File: config.mk
export PLATFORM = sky130hd
export DESIGN_NAME = scan_mux_pipe
export DESIGN_NICKNAME = d
export VERILOG_FILES = /design/src/rtl/scan_mux_pkg.sv /design/src/rtl/scan_mux_pipe_mux4_reg.sv /design/src/rtl/scan_mux_pipe.sv
export SDC_FILE = /design/constraint.sdc
export NUM_CORES = 1
export LEC_CHECK = 0
export CORE_MARGIN = 4
export CORE_UTILIZATION = 30
export CTS_CLUSTER_DIAMETER = 80
export DETAILED_ROUTE_END_ITERATION = 8
export PLACE_DENSITY = 0.7
export SETUP_SLACK_MARGIN = 0.02
export SLEW_MARGIN = 20
export SYNTH_ARGS = -nofsm -noshare
export SYNTH_HDL_FRONTEND = slang
export SYNTH_HIERARCHICAL = 1
export SYNTH_SLANG_ARGS = --single-unit
export TNS_END_PERCENT = 30
File: constraint.sdc
create_clock -name clk -period 0.9 [get_ports clk]
set_clock_uncertainty 0.2 [all_clocks]
set_input_delay 0.135 -clock clk [delete_from_list [all_inputs] [get_ports clk]]
set_output_delay 0.135 -clock clk [all_outputs]
set_load 0.02 [all_outputs]
File: src/rtl/scan_mux_pkg.sv
// Shared definitions for scan_mux_pipe and its stage-1 mux cell.
//   clog2       : ceiling log2, used to size the channel select
//   mode_e      : encoding of the mode input (manual / auto-scan)
//   state_e     : scan sequencer states
//   params_ok   : legal range check for N and DWELL
package scan_mux_pkg;

  typedef enum logic {MODE_MANUAL = 1'b0, MODE_SCAN = 1'b1} mode_e;
  typedef enum logic {ST_MANUAL   = 1'b0, ST_SCAN   = 1'b1} state_e;

  localparam int N_MIN     = 4;
  localparam int N_MAX     = 64;
  localparam int DWELL_MIN = 1;
  localparam int DWELL_MAX = 255;

  function automatic int clog2(input int v);
    int r;
    r = 0;
    while ((1 << r) < v) r++;
    return r;
  endfunction

  function automatic bit params_ok(input int n, input int dwell);
    return (n % 4 == 0) && (n >= N_MIN) && (n <= N_MAX) &&
           (dwell >= DWELL_MIN) && (dwell <= DWELL_MAX);
  endfunction

endpackage

File: src/rtl/scan_mux_pipe_mux4_reg.sv
// mux4_reg: registered W-bit 4:1 mux (stage 1 of scan_mux_pipe).
//   clk   : clock
//   rst   : asynchronous active-high reset, clears the output register
//   d_i   : four W-bit candidates
//   sel_i : 2-bit select
//   q_o   : registered selected value
module mux4_reg #(
  parameter int W = 3
) (
  input  logic              clk,
  input  logic              rst,
  input  logic [3:0][W-1:0] d_i,
  input  logic [1:0]        sel_i,
  output logic [W-1:0]      q_o
);

  logic [W-1:0] q_q;

  always_ff @(posedge clk or posedge rst) begin
    if (rst) q_q <= '0;
    else     q_q <= d_i[sel_i];
  end

  assign q_o = q_q;

endmodule

File: src/rtl/scan_mux_pipe.sv
// scan_mux_pipe: two-stage pipelined N-channel W-bit mux with manual select
// and an optional auto-scan sequencer (macro SCAN_MUX_AUTOSCAN_EN).
//   clk, rst   : clock, asynchronous active-high reset
//   in_data    : N packed channels, channel k at [k*W +: W]
//   in_valid   : in_data qualifier
//   sel        : manual select / scan start channel
//   mode       : 0 manual, 1 auto-scan (ignored when the macro is undefined)
//   out_data   : selected channel, 2 cycles after sampling
//   out_sel    : channel index that produced out_data
//   out_valid  : out_data qualifier
//   scan_wrap  : one-cycle pulse after the scan index wraps N-1 -> 0
module scan_mux_pipe
  import scan_mux_pkg::*;
#(
  parameter int W     = 3,
  parameter int N     = 8,
  parameter int DWELL = 4
) (
  input  logic                clk,
  input  logic                rst,
  input  logic [N*W-1:0]      in_data,
  input  logic                in_valid,
  input  logic [clog2(N)-1:0] sel,
  input  logic                mode,
  output logic [W-1:0]        out_data,
  output logic [clog2(N)-1:0] out_sel,
  output logic                out_valid,
  output logic                scan_wrap
);

  localparam int S = clog2(N);
  localparam int G = N / 4;

  if (!params_ok(N, DWELL)) begin : g_bad_param
    $error("scan_mux_pipe: N must be a multiple of 4 in 4..64, DWELL in 1..255");
  end

  logic [S-1:0] esel;

  // ---------------- scan sequencer ----------------
`ifdef SCAN_MUX_AUTOSCAN_EN
  state_e       state_q;
  logic [S-1:0] scan_idx_q;
  logic [7:0]   dwell_q;
  logic         wrap_q;
  logic         scan_act;

  // The entry cycle still uses sel; scan_idx is only trusted once loaded.
  assign scan_act = (mode == MODE_SCAN) && (state_q == ST_SCAN);
  assign esel     = scan_act ? scan_idx_q : sel;

  always_ff @(posedge clk or posedge rst) begin
    if (rst) begin
      state_q    <= ST_MANUAL;
      scan_idx_q <= '0;
      dwell_q    <= '0;
      wrap_q     <= 1'b0;
    end else begin
      wrap_q <= 1'b0;
      case (state_q)
        ST_MANUAL: begin
          if (mode == MODE_SCAN) begin
            state_q    <= ST_SCAN;
            scan_idx_q <= sel;
            dwell_q    <= '0;
          end
        end
        ST_SCAN: begin
          if (mode != MODE_SCAN) begin
            state_q <= ST_MANUAL;
          end else if (in_valid) begin
            if (dwell_q == 8'(DWELL - 1)) begin
              dwell_q    <= '0;
              scan_idx_q <= (scan_idx_q == S'(N - 1)) ? '0 : scan_idx_q + 1'b1;
              wrap_q     <= (scan_idx_q == S'(N - 1));
            end else begin
              dwell_q <= dwell_q + 8'd1;
            end
          end
        end
        default: state_q <= ST_MANUAL;
      endcase
    end
  end

  assign scan_wrap = wrap_q;
`else
  logic unused_mode;
  assign unused_mode = mode;
  assign esel        = sel;
  assign scan_wrap   = 1'b0;
`endif

  // ---------------- stage 1: N/4 registered 4:1 muxes ----------------
  logic [G-1:0][3:0][W-1:0] grp_in;
  logic [G-1:0][W-1:0]      grp_q;
  logic [S-1:0]             esel_q;
  logic                     vld_q;

  assign grp_in = in_data;

  for (genvar g = 0; g < G; g++) begin : g_grp
    mux4_reg #(.W(W)) u_mux4 (
      .clk   (clk),
      .rst   (rst),
      .d_i   (grp_in[g]),
      .sel_i (esel[1:0]),
      .q_o   (grp_q[g])
    );
  end

  // The full select travels with the data so out_sel matches out_data.
  always_ff @(posedge clk or posedge rst) begin
    if (rst) begin
      esel_q <= '0;
      vld_q  <= 1'b0;
    end else begin
      esel_q <= esel;
      vld_q  <= in_valid;
    end
  end

  // ---------------- stage 2: (N/4):1 mux ----------------
  logic [S-1:0] gidx;
  logic [W-1:0] out_data_d, out_data_q;
  logic [S-1:0] out_sel_q;
  logic         out_valid_q;

  assign gidx = esel_q >> 2;

  // Compare-based select keeps out-of-range group indices at 0.
  always_comb begin
    out_data_d = '0;
    for (int g = 0; g < G; g++)
      if (gidx == S'(g)) out_data_d = grp_q[g];
  end

  always_ff @(posedge clk or posedge rst) begin
    if (rst) begin
      out_data_q  <= '0;
      out_sel_q   <= '0;
      out_valid_q <= 1'b0;
    end else begin
      out_data_q  <= out_data_d;
      out_sel_q   <= esel_q;
      out_valid_q <= vld_q;
    end
  end

  assign out_data  = out_data_q;
  assign out_sel   = out_sel_q;
  assign out_valid = out_valid_q;

endmodule
[Yosys cells after proc, flatten, opt, wreduce, memory -nomap -nowiden]
Cells that the tools add are included.
W data, S select, Z words.
Word-level totals
  flip-flop bits (word level): 17
  latch bits: 0
  bits in writable memories: 0
  memory bits (read-only): 0
  logic and storage cells: 15
  memories kept: 0
Cells by class
  add/sub/neg operators: 0
  multiply operators: 0
  divide/modulo/power cells: 0
  $lt $le $gt $ge: 1
  eq/ne operators: 0
  shift-type cells: 0
  muxes and demuxes: 6
  bitwise gates (word level): 0
  reduce and logical (&&, ||, !) cells: 1
Operators with widths (count)
  $bmux W3 S2: 2
  $mux W3: 4
  $logic_not A3 Y1: 1
  $lt A2 B3 Y1 const B: 1

[Depth between registers and ports, before layout]
  depth in word-level cells: 3
  depth in mapped cells: 1

[Hierarchy]
The synthesis kept the hierarchy.
By module, submodules not included
  scan_mux_pipe: times used 1, cells each 17, area an instance 324.1 µm², sequential area each 275.3 µm²
  mux4_reg: times used 2, cells each 7, area an instance 157.7 µm², sequential area each 75.1 µm²

[Worst setup path before layout]
No wires, ideal clock.
  path kind: reg2reg
  start point: reg esel_q[2]
  end point: reg out_data_q[0], in the netlist out_data[0]
  data arrival time: 0.696 ns
  setup slack: -0.120 ns
  cell stages (with the launch flop): 2
  path buffers: 0
  path through: dfrtp_1 -> mux2_2
Between the ends
  cells in the longest elaborated chain, start to end: 3
Ends and longest elaborated chain
  from (decl): line scan_mux_pipe.sv:97  | logic [S-1:0] esel_q;
  from (signal assigned): line scan_mux_pipe.sv:118  | esel_q <= esel;
  $logic_not A3 Y1: line scan_mux_pipe.sv:135  | if (gidx == S'(g)) out_data_d = grp_q[g];
  $mux W3: line scan_mux_pipe.sv:135
  $mux W3 (*): line scan_mux_pipe.sv:135
  named net out_data_d[0]: line scan_mux_pipe.sv:125  | logic [W-1:0] out_data_d, out_data_q;
  to (signal assigned): line scan_mux_pipe.sv:144  | out_data_q <= out_data_d;
  to (decl): line scan_mux_pipe.sv:125
The timed path passes the listed nets; every way through them passes the cells marked *.

[Worst setup path after layout]
  start point: reg out_data_q[0], in the netlist out_data[0]
  end point: out out_data[0]
RTL lines
  to (decl): line scan_mux_pipe.sv:25  | output logic [W-1:0] out_data,
No word-level cell between the ends.

==> impl_results.md <==
- Status: finished, violations left
- Failing checks: negative hold slack, negative setup slack
- Max FO, Critical Path: 1
- Peak Freq: 889 MHz
- R2R setup slack: -0.17 ns
- Synth unique cells: 6
- Final WS setup: -0.225 ns
- Post-CTS Setup Bufs: 0
- CP delay by family, top: flip-flops
- Register area share after synthesis: 66.5%
- Drt initial violations: 7
- Width of the die: 54.2 um
- Vias/cell: 4.24
- Post-Place Setup Slack: -0.773 ns
- Fin crit period: 1.12 ns
- CTS clk-pin slew, worst paths: 0.09 ns
- Kind of critical path: reg -> out
- Fill cells: 193
- Crit. End Element: primary output
- Layout area overhead: 63.2%
- Nets@finish: between 100 and 150
- #FFs+latches synth: 17
- Non-Filler Instances: 99
- Crit-path max cell delay: 0.36 ns
- Share of layout cells above drive strength 1: a little over a third
- WP buf/inv: 1
- IO Port Bufs: 36
- I/O pins: 39
- Pin count of the biggest net entering global routing: 12
- Leak: 0.000491 uW
- Count of max-cap constraint violations: 0
- Clk sinks: 17
- Die span in y: approximately 54 um
- Power Density: 1470 mW/mm^2
- Clock Tree Buf Depth: 2
- R2R cell count: 1
- Post-Layout Inst Area: 0.00104 sq mm
- Commonest non-fill, non-tap cell in the layout: dlygate4sd2_1
- CP cell instances: buf_2
- Synth warn: 6
- First-pass GRT wire length: around 2300 um
- Row Count: 16
- Reg2reg start: esel_q[2]$_DFF_PP0_
- Worst-skew pair later-pin latency: 0.28 ns
- Total die area: 0.00293 sq mm
- Mean post-synth cell area: 20.6 sq um
- Hold WC Path Type: in -> async
- CTS tree: done
- Number of setup violations in the final report: 10
- Post-place instance area: 0.00105 sq mm
- Via count: 420
- Reg area: about 430 sq um
- Root Buffer: clkbuf_4
- Critical Path Start Type: register
- WL/cell: 14.2 um
- Syn_nets: 62
- DRT Pass-1 Iters: 3
- Vias in the first global route: approximately 520
- Maximum VDD drop: 0.698 mV
- Multi-input gate area: 176 sq um
- Total Negative Setup Slacks: -2.04 ns
- H-tree Lvls: 1
- Overall Global Routing Usage: 11.1%
- Final Cycle Share: 125%
- Final GP Congestion: 0.675
- Initial Util: 31.9%
- Commonest non-fill, non-tap cells in the layout: 21 x dlygate4sd2_1, 16 x dfrtp_1, 7 x buf_6
- Post-route ant nets: 0
- Syn Std Cell Area: between 600 and 700 sq um
- Gr ovfl total: 0
- Syn Inst Count: 31
- Max-slew violations: 0
- WHS: -0.125 ns
- Core Area: 0.00200 sq mm
- Final WL: 1400 um
- Antenna violations before repair: 0
- Critical path arrival: between 0.7 and 0.8 ns
- RSZ-0062 raised after global routing: true
- ANT cells: 0
- Critical Path RT: 0.56 ns
- CTS Buf Count: 3
- CP max stage cell: dfrtp_1
- Hold Fails Final Rpt: 8
- # DRC: 0
- DP Cell Count: 95
- FF-to-FF End: out_data[2]$_DFF_PP0_
==> state kept, by name, summed over array words and instances, names as in the netlist <==
name,flops
out_valid,1
g_grp.u_mux4/q_o,6
esel_q,3
vld_q,1
out_data,3
out_sel,3
==> cell families (layout without fill, tap and decap cells) <==
kind of cell / Yosys count / count (layout) / synth area share [%]
DFF: 17 / 17 / 66.5
muxes: 9 / 9 / 29.9
other: 1 / 1 / 0.587
buffers and inverters: 4 / 45 / 2.94
==> cell type report <==
cell class	count	area share [%]
sequential	17	40.9
timing repair buffer	38	35.3
multi-input combinational	10	16.9
tap	27	3.24
clock buffer	3	2.16
inverter	3	1.08
clock inverter	1	0.480
==> through the flow <==
stage	hold slack, ns	total power [uW]	util, %
after global routing	-0.137	1610	52.1
after detailed placement	0.136	1180	52.6
after floorplan	-0.311	969	-
final	-0.125	1530	52.1
after CTS	-0.126	1550	51.8
after global placement	0.134	1170	52.6
==> Yosys cell counts (all sizes together) <==
library cell | n | area, sq um
conb | 1 | 3.75
buf | 1 | 7.51
mux2 | 3 | 33.8
dfrtp | 17 | 425
mux4 | 6 | 158
inv | 3 | 11.3
==> routing by layer <==
metal	vias up	track usage, %	part of all wire [%]
met5	-	0	0
met4	0	3.73	0
met3	0	3.60	11
met2	25	21.1	53
met1	205	11.1	36
li1	190	-	-
==> what timing repair did <==
action,in CTS,in global routing
cloned,0,0
pin swaps,0,0
endpoints found under the hold margin,7,8
gates resized for setup,79,6
setup endpoints to repair,16,15
==> where the power goes <==
group | total (uW) | switching (uW) | internal, uW
Clock | 387 | 222 | 165
Combinational | 299 | 110 | 188
Sequential | 848 | 22.2 | 826
Total | 1530 | 354 | 1180
==> how the worst max path moves through the flow <==
| stage | startpoint | to | slack [ns] | cells after the start |
|---|---|---|---|---|
| CTS | out_valid$_DFF_PP0_ | out_valid | -0.24 | 1 |
| global route | out_sel[2]$_DFF_PP0_ | out_sel[2] | -0.27 | 1 |
| floorplan | esel_q[2]$_DFF_PP0_ | out_data[0]$_DFF_PP0_ | -0.12 | 1 |
| detailed placement | sel[0] | g_grp[0].u_mux4/q_o[0]$_DFF_PP0_ | -0.77 | 3 |
| finish | out_data[0]$_DFF_PP0_ | out_data[0] | -0.22 | 1 |
| global placement | sel[0] | g_grp[1].u_mux4/q_o[1]$_DFF_PP0_ | -0.73 | 3 |
Power figures use the tool's default switching activity.
